===== config.mk =====
export PLATFORM = sky130hd
export DESIGN_NAME = parallel_out_uart_tx
export DESIGN_NICKNAME = d
export VERILOG_FILES = /design/src/rtl/parallel_out_uart_tx.sv
export SDC_FILE = /design/constraint.sdc
export NUM_CORES = 1
export LEC_CHECK = 0
export CAP_MARGIN = 0
export CELL_PAD_IN_SITES_DETAIL_PLACEMENT = 0
export CELL_PAD_IN_SITES_GLOBAL_PLACEMENT = 1
export CORE_AREA = 8 8 98 82
export DETAILED_ROUTE_END_ITERATION = 6
export DIE_AREA = 0 0 106 90
export GPL_TIMING_DRIVEN = 0
export PLACE_DENSITY_LB_ADDON = 0.1
export SYNTH_ARGS = -nofsm -noshare
export SYNTH_HDL_FRONTEND = slang
export SYNTH_SLANG_ARGS = --single-unit
export TNS_END_PERCENT = 10

===== constraint.sdc =====
create_clock -name clk -period 3.78 [get_ports clk]
set_input_delay 0.756 -clock clk [delete_from_list [all_inputs] [get_ports clk]]
set_output_delay 0.756 -clock clk [all_outputs]
set_load 0.05 [all_outputs]

===== src/rtl/parallel_out_uart_tx.sv =====
// UART transmitter fed by the memory-mapped output port (address 0xFF).
// Bytes written with wren are queued in a small FIFO and sent as 8N1, LSB first.
// Ports:
//   clk      rising-edge system clock
//   rst      synchronous active-high reset
//   wren     one-cycle write strobe, one byte per high cycle
//   dataIn   byte sampled when wren=1
//   tx       registered UART line, idles high
//   busy     frame on the line or FIFO non-empty
//   full     FIFO holds FIFO_DEPTH bytes
//   overflow sticky: a write was dropped
// Optional macro UART_TX_PARITY_EN adds an even-parity bit after the data bits.
module parallel_out_uart_tx #(
    parameter int CLKS_PER_BIT = 434,
    parameter int FIFO_DEPTH   = 4
) (
    input  logic       clk,
    input  logic       rst,
    input  logic       wren,
    input  logic [7:0] dataIn,
    output logic       tx,
    output logic       busy,
    output logic       full,
    output logic       overflow
);

    localparam int PW = $clog2(FIFO_DEPTH);
    localparam int CW = PW + 1;
    localparam int BW = (CLKS_PER_BIT > 1) ? $clog2(CLKS_PER_BIT) : 1;

`ifdef UART_TX_PARITY_EN
    typedef enum logic [2:0] {
        IDLE,
        START,
        DATA,
        PARITY,
        STOP
    } state_t;
`else
    typedef enum logic [2:0] {
        IDLE,
        START,
        DATA,
        STOP
    } state_t;
`endif

    state_t          state_q, state_d;
    logic [7:0]      mem [FIFO_DEPTH];
    logic [PW-1:0]   wr_ptr_q, rd_ptr_q;
    logic [CW-1:0]   count_q, count_d;
    logic [BW-1:0]   baud_q, baud_d;
    logic [2:0]      bit_q, bit_d;
    logic [7:0]      shift_q, shift_d;
    logic            tx_d;
    logic            pop;
    logic            push;
    logic            baud_last;
`ifdef UART_TX_PARITY_EN
    logic            parity_q, parity_d;
`endif

    // Pop only from IDLE; a push into a full FIFO is legal on the pop edge.
    assign pop       = (state_q == IDLE) && (count_q != '0);
    assign push      = wren && ((count_q != CW'(FIFO_DEPTH)) || pop);
    assign count_d   = count_q + CW'(push) - CW'(pop);
    assign baud_last = (baud_q == BW'(CLKS_PER_BIT - 1));

    // FIFO storage needs no reset: count gates every read.
    always_ff @(posedge clk) begin
        if (push) begin
            mem[wr_ptr_q] <= dataIn;
        end
    end

    always_ff @(posedge clk) begin
        if (rst) begin
            wr_ptr_q <= '0;
            rd_ptr_q <= '0;
            count_q  <= '0;
            overflow <= 1'b0;
        end else begin
            if (push) begin
                wr_ptr_q <= wr_ptr_q + PW'(1);
            end
            if (pop) begin
                rd_ptr_q <= rd_ptr_q + PW'(1);
            end
            count_q <= count_d;
            if (wren && !push) begin
                overflow <= 1'b1;
            end
        end
    end

    always_comb begin
        state_d = state_q;
        baud_d  = baud_q;
        bit_d   = bit_q;
        shift_d = shift_q;
`ifdef UART_TX_PARITY_EN
        parity_d = parity_q;
`endif
        unique case (state_q)
            IDLE: begin
                if (pop) begin
                    shift_d = mem[rd_ptr_q];
`ifdef UART_TX_PARITY_EN
                    parity_d = ^mem[rd_ptr_q];
`endif
                    baud_d  = '0;
                    bit_d   = '0;
                    state_d = START;
                end
            end
            START: begin
                if (baud_last) begin
                    baud_d  = '0;
                    bit_d   = '0;
                    state_d = DATA;
                end else begin
                    baud_d = baud_q + BW'(1);
                end
            end
            DATA: begin
                if (baud_last) begin
                    baud_d  = '0;
                    shift_d = {1'b0, shift_q[7:1]};
                    bit_d   = bit_q + 3'd1;
                    if (bit_q == 3'd7) begin
`ifdef UART_TX_PARITY_EN
                        state_d = PARITY;
`else
                        state_d = STOP;
`endif
                    end
                end else begin
                    baud_d = baud_q + BW'(1);
                end
            end
`ifdef UART_TX_PARITY_EN
            PARITY: begin
                if (baud_last) begin
                    baud_d  = '0;
                    state_d = STOP;
                end else begin
                    baud_d = baud_q + BW'(1);
                end
            end
`endif
            STOP: begin
                if (baud_last) begin
                    baud_d  = '0;
                    state_d = IDLE;
                end else begin
                    baud_d = baud_q + BW'(1);
                end
            end
            default: begin
                state_d = IDLE;
                baud_d  = '0;
                bit_d   = '0;
            end
        endcase
    end

    // tx is decoded from the post-edge state so the line changes on the
    // same edge the FSM moves.
    always_comb begin
        tx_d = 1'b1;
        unique case (state_d)
            START:   tx_d = 1'b0;
            DATA:    tx_d = shift_d[0];
`ifdef UART_TX_PARITY_EN
            PARITY:  tx_d = parity_d;
`endif
            default: tx_d = 1'b1;
        endcase
    end

    always_ff @(posedge clk) begin
        if (rst) begin
            state_q <= IDLE;
            baud_q  <= '0;
            bit_q   <= '0;
            shift_q <= '0;
`ifdef UART_TX_PARITY_EN
            parity_q <= 1'b0;
`endif
            tx      <= 1'b1;
            busy    <= 1'b0;
            full    <= 1'b0;
        end else begin
            state_q <= state_d;
            baud_q  <= baud_d;
            bit_q   <= bit_d;
            shift_q <= shift_d;
`ifdef UART_TX_PARITY_EN
            parity_q <= parity_d;
`endif
            tx      <= tx_d;
            busy    <= (state_d != IDLE) || (count_d != '0);
            full    <= (count_d == CW'(FIFO_DEPTH));
        end
    end

endmodule

# Word-level counts from Yosys, hierarchy flattened
# Memories as Yosys holds them, arrays and structs flattened. A register that Yosys moved wholly into a read port is not among the register bits.
# Index checks and enable logic that the tools add are counted.
totals:
  reg_bits: 34
  latch_bits: 0
  ram_bits: 32
  mem_bits_ro: 0
  mem_count: 1
mem_list:
  columns: ["memory", "depth", "word_bits", "rd", "rd_clocked_by_memory_dff", "write_ports", "line_no", "rtl"]
  rows:
  - ["mem", 4, 8, 1, 1, 1, "49", "logic [7:0] mem [FIFO_DEPTH];"]
op_classes:
  add_sub_neg: 6
  mul: 0
  div_mod_pow: 0
  n_lt_le_gt_ge: 0
  n_eq_ne: 12
  shift: 0
  mux: 21
  n_bitwise: 1
  n_reduce_logical: 14
op_table:
  columns: ["op", "n"]
  rows:
  - ["$mux W3", 8]
  - ["$pmux W3 S4", 2]
  - ["$mux W9", 2]
  - ["$pmux W9 S2", 1]
  - ["$mux W8", 2]
  - ["$pmux W8 S2", 1]
  - ["$add A9 B1 Y9 const B", 1]
  - ["$eq A3 B2 Y1 const B", 3]
  - ["$eq A9 B9 Y1 const B", 1]
  - ["$reduce_bool A3 Y1", 3]
  - ["$eq A3 B1 Y1 const B", 2]
  - ["$eq A3 B3 Y1 const B", 2]
  - ["$ne A2 B2 Y1 const B", 3]
  - ["$add A2 B1 Y2 const B", 2]
  - ["$mux W2", 2]
  - ["$reduce_and A4 Y1", 1]
  - ["$add A3 B1 Y3", 1]
  - ["$add A3 B1 Y3 const B", 1]
  - ["$logic_and A1 B1 Y1", 3]
  - ["$logic_not A3 Y1", 1]
  - ["$ne A3 B3 Y1 const B", 1]
  - ["$reduce_and A3 Y1", 1]
  - ["$reduce_or A3 Y1", 1]
  - ["$sub A3 B1 Y3", 1]
  - ["other kinds (6)", 8]

# Depth between registers and ports, before layout
depth:
  ltp_word: 8
  mapped_depth: 13
  mapped_depth_nobuf: 11

# Worst setup path before layout
# No wires, ideal clock.
synth_timing:
  path_kind: "reg-to-reg"
  start: "register state_q[2]"
  end: "register busy"
  t_arrival_ns: 2.724
  required_ns: 3.653
  setup_slack_ns: 0.929
  path_stages_with_launch: 14
  n_path_buf: 2
  path_cell_list: "dfxtp_1 > buf_6 > or3_1 > clkbuf_1 > a31oi_4 > inv_1 > ha_1 > inv_1 > ha_1 > fa_1 > xnor3_1 > nand2b_1 > o21ai_0 > or3_1"
synth_between:
  elab_chain_cells: 8
synth_rtl:
  columns: ["item", "line_no", "rtl"]
  rows:
  - ["start, declared", "48", "state_t state_q, state_d;"]
  - ["start signal, assigned", "194", "state_q <= state_d;"]
  - ["$logic_not A3 Y1", "64, 104", null]
  - ["$logic_and A1 B1 Y1", "64", "assign pop = (state_q == IDLE) && (count_q != '0);"]
  - ["$logic_or A1 B1 Y1", "65", "assign push = wren && ((count_q != CW'(FIFO_DEPTH)) || pop);"]
  - ["$logic_and A1 B1 Y1", "65", null]
  - ["$add A3 B1 Y3", "66", "assign count_d = count_q + CW'(push) - CW'(pop);"]
  - ["$sub A3 B1 Y3", "66", null]
  - ["$reduce_bool A3 Y1", "202", "busy <= (state_d != IDLE) || (count_d != '0);"]
  - ["$logic_or A1 B1 Y1 *", "202", null]
  - ["end signal, assigned", "202", null]
  - ["end, declared", "22", "output logic busy,"]
# Mark *: on every way between the ends. The rest lies on a longest branch, timed or not.
# A chain may end at the register's enable or synchronous reset.

# Final worst setup path
# Ends and elaborated chain as after synthesis.

==> qor.yml <==
cts:
  ctsHtreeMaxLevel: 3
  cts_buffers: 9
  path_clk_slew_ns: 0.08
  clock_latency_ns: 0.34
  clock-sinks: 68
  post_cts_buffers: 0
  cts_resized: 0
  ctsHoldBuffers: 0
  cts_buffer_depth: 2
  cts_root_buf: "clkbuf_8"
  cts_tree: "built"
yosys:
  synthFlopType: "dfxtp_1"
  yosysSeqAreaShare_pct: 56.38
  netlist.area_leader.share_pct: 32.21
  synth_cells: 241
  synthTopCellsByCount: "dfxtp_1 (36), edfxtp_1 (32), nor2_1 (23)"
  synth_fp_nets: 263
  yosysWarnings: 0
  async_reset_ff_share_pct: 0
  yosys.cell_count.top_type: "dfxtp_1"
  netlist_top_cells_area: "edfxtp_1 (32%), dfxtp_1 (24%), mux4_2 (6.0%), ha_1 (4.2%), nor2_1 (2.9%)"
  synth.distinct_cells: 48
  synth_seq_cells: 68
  syn-cell-area_um2: 2983
  synth_edf_count: 32
  post-synth-top-area-cell: "edfxtp_1"
  synth.avg_cell_area_um2: 12.38
grt:
  grt_pass1_vias: 1885
  use_met2_pct: 18.31
  grt_pass1_wl_um: 9880
  antenna_found_initial: 0
  top_usage_layer: "met1"
  grt_usage_pct: 13.06
  grt_max_degree: 13
  gr-usage-met1_pct: 18.44
  gr-total-overflow: 0
  grt_util_met3_pct: 4.850
floorplanning:
  rows: 27
  io_pins: 15
  die_width_um: 106
  die_h_um: 90
  core_um2: 6588
  dieArea_um2: 9540
  initial_core_util_pct: 45.28
routing:
  vias: 1883
  postRouteAntennaNets: 0
  dr.pass1.iters: 4
  drc_errors: 0
  drtIter0Drc: 75
  vias_per_cell: 5.260
  wl_per_cell_um: 16.05
  drt_wl_total_um: 5745
placement:
  port-buffer-count: 14
  dpl.hpwl_um: 4085
  dp_slack_ns: 0.3991
  gp_congestion: 0.7743
power_and_ir_drop:
  p_sw_uw: 656.2
  clock_power_share_pct: 30.1
  pwr-share-comb_pct: 26.9
  seqPwrFrac_pct: 43.0
  p_per_area_nw_per_um2: 623.7
  internal_power_mw: 1.493
  peakVddDrop_mv: 0.3378
  swShare_pct: 30.53
  p_leak_nw: 1.230
worst_setup_path:
  start_kind: "register"
  worstSetupPathType: "reg -> reg"
  reg2reg_slack_ns: 0.60
  critical_path_buf_inv_count: 4
  worstPathMaxFanout: 9
  cpPeakStageDelay_ns: 0.38
  cp_data_required_time_ns: 4.01
  cp_cell_sequence: "buf_6 -> or3_1 -> clkbuf_1 -> a31oi_4 -> inv_1 -> ha_1 -> inv_1 -> ha_1 -> fa_1 -> xnor3_1 -> nand2b_1 -> o21ai_0 -> or3_1"
  crit_path_end_kind: "register"
  cp_slowest_cell: "fa_1"
  crit_arrival_ns: 3.41
  crit_family: "adder cells"
final_layout:
  final_layout_size_suffix_gt1_share_pct: 14.76
  final_nets: 288
  post-route-util_pct: 52.31
  area_growth_pct: 15.52
  insertedDiodeCount: 0
timing:
  worst_pin_slew_ns: 0.6835
  finClkSkew_ns: 0.01339
  fin_setup_tns_ns: 0
  period_share_pct: 84.19
  rsz0062_at_grt: "false"
  fin_hold_ws_ns: 0.4678
  max_slew_margin_pct: 54.44
  final-setup-viol-count: 0
  fmax_mhz: 314.2
  period_needed_ns: 3.182
  hold_violations: 0
  drv_slew: 0
  finalWorstSetupSlack_ns: 0.5978
status:
  outcome: "completed"
run:
  drv_cap: 0
worst_hold_path:
  hold_class: "reg -> reg"
logic make-up after synthesis:
family | synth area share, %
AND/OR/NAND/NOR | 14.14
flip-flops | 56.38
AO/OA/AOI/OAI | 9.522
buffers and inverters | 3.942
XOR/XNOR | 3.985
adder cells (fa/ha/maj) | 4.866
multiplexers | 7.047
other | 0.1257
per-stage QoR:
step	instance area (um2)	power, mW	instances
5_1_grt	3446	2.281	358
6_report	3446	2.149	358
3_5_place_dp	3232	1.528	342
3_3_place_gp	3232	1.517	342
4_1_cts	3446	2.180	358
2_1_floorplan	2983	1.370	241
power groups by stage:
stage,Sequential (mW),Clock [mW],Combinational [mW]
2_1_floorplan,0.972,0,0.398
3_3_place_gp,0.939,0,0.578
3_5_place_dp,0.942,0,0.586
4_1_cts,0.926,0.663,0.592
5_1_grt,0.935,0.694,0.652
6_report,0.924,0.646,0.579
worst register-to-register path, delay by kind of cell, from the launching register on:
family | cells | cell delay (ns)
flops | 1 | 0.31
simple gates | 3 | 0.81
buf+inv | 4 | 0.49
fa+ha+maj | 3 | 0.84
xor+xnor | 1 | 0.18
compound gates | 2 | 0.45
area by class of cell:
cell class | count | area [um2]
clock buffer | 9 | 123.9
clock inverter | 7 | 90.09
inverter | 11 | 41.29
fill | 596 | 3142
tap | 87 | 108.9
timing repair buffer | 14 | 140.1
buffer | 11 | 76.32
multi-input combinational | 151 | 1184
sequential | 68 | 1682
sequential cells by signal, summed over array words and instances, names as in the netlist, named ones only:
register,cells
mem,32
baud_q,9
wr_ptr_q,2
bit_q,3
state_q,3
count_q,3
shift_q,8
busy,1
overflow,1
rd_ptr_q,2
tx,1
full,1
layer usage:
layer,wire (um),vias to the layer above,share of wire (%)
met5,0,-,0
met4,52,0,0.91
met3,214,8,3.7
met2,2517,18,44
met1,2960,917,52
li1,-,940,-
placed cells by master (no fill, tap or decap), types with 4 or more instances in the layout:
master | synthesis | layout
inv_1 | 10 | 10
ha_1 | 10 | 10
nand2_1 | 9 | 9
nand3_1 | 15 | 15
dfxtp_1 | 36 | 36
clkbuf_1 | 4 | 4
and2_1 | 5 | 5
clkdlybuf4s50_1 | 0 | 14
a22oi_1 | 8 | 8
or3_1 | 4 | 4
xor2_1 | 8 | 8
clkbuf_8 | 1 | 10
mux4_2 | 8 | 8
a21oi_1 | 12 | 12
o211ai_1 | 4 | 4
edfxtp_1 | 32 | 32
nor2_1 | 23 | 23
path summary, 6_finish.rpt:
path | cells after the start | to | from
setup / recovery | 13 | busy | state_q[2]
hold / removal | 2 | shift_q[2] | shift_q[2]
setup reg to reg | 13 | busy | state_q[2]
hold reg to reg | 2 | shift_q[2] | shift_q[2]
Power figures use the tool's default switching activity.
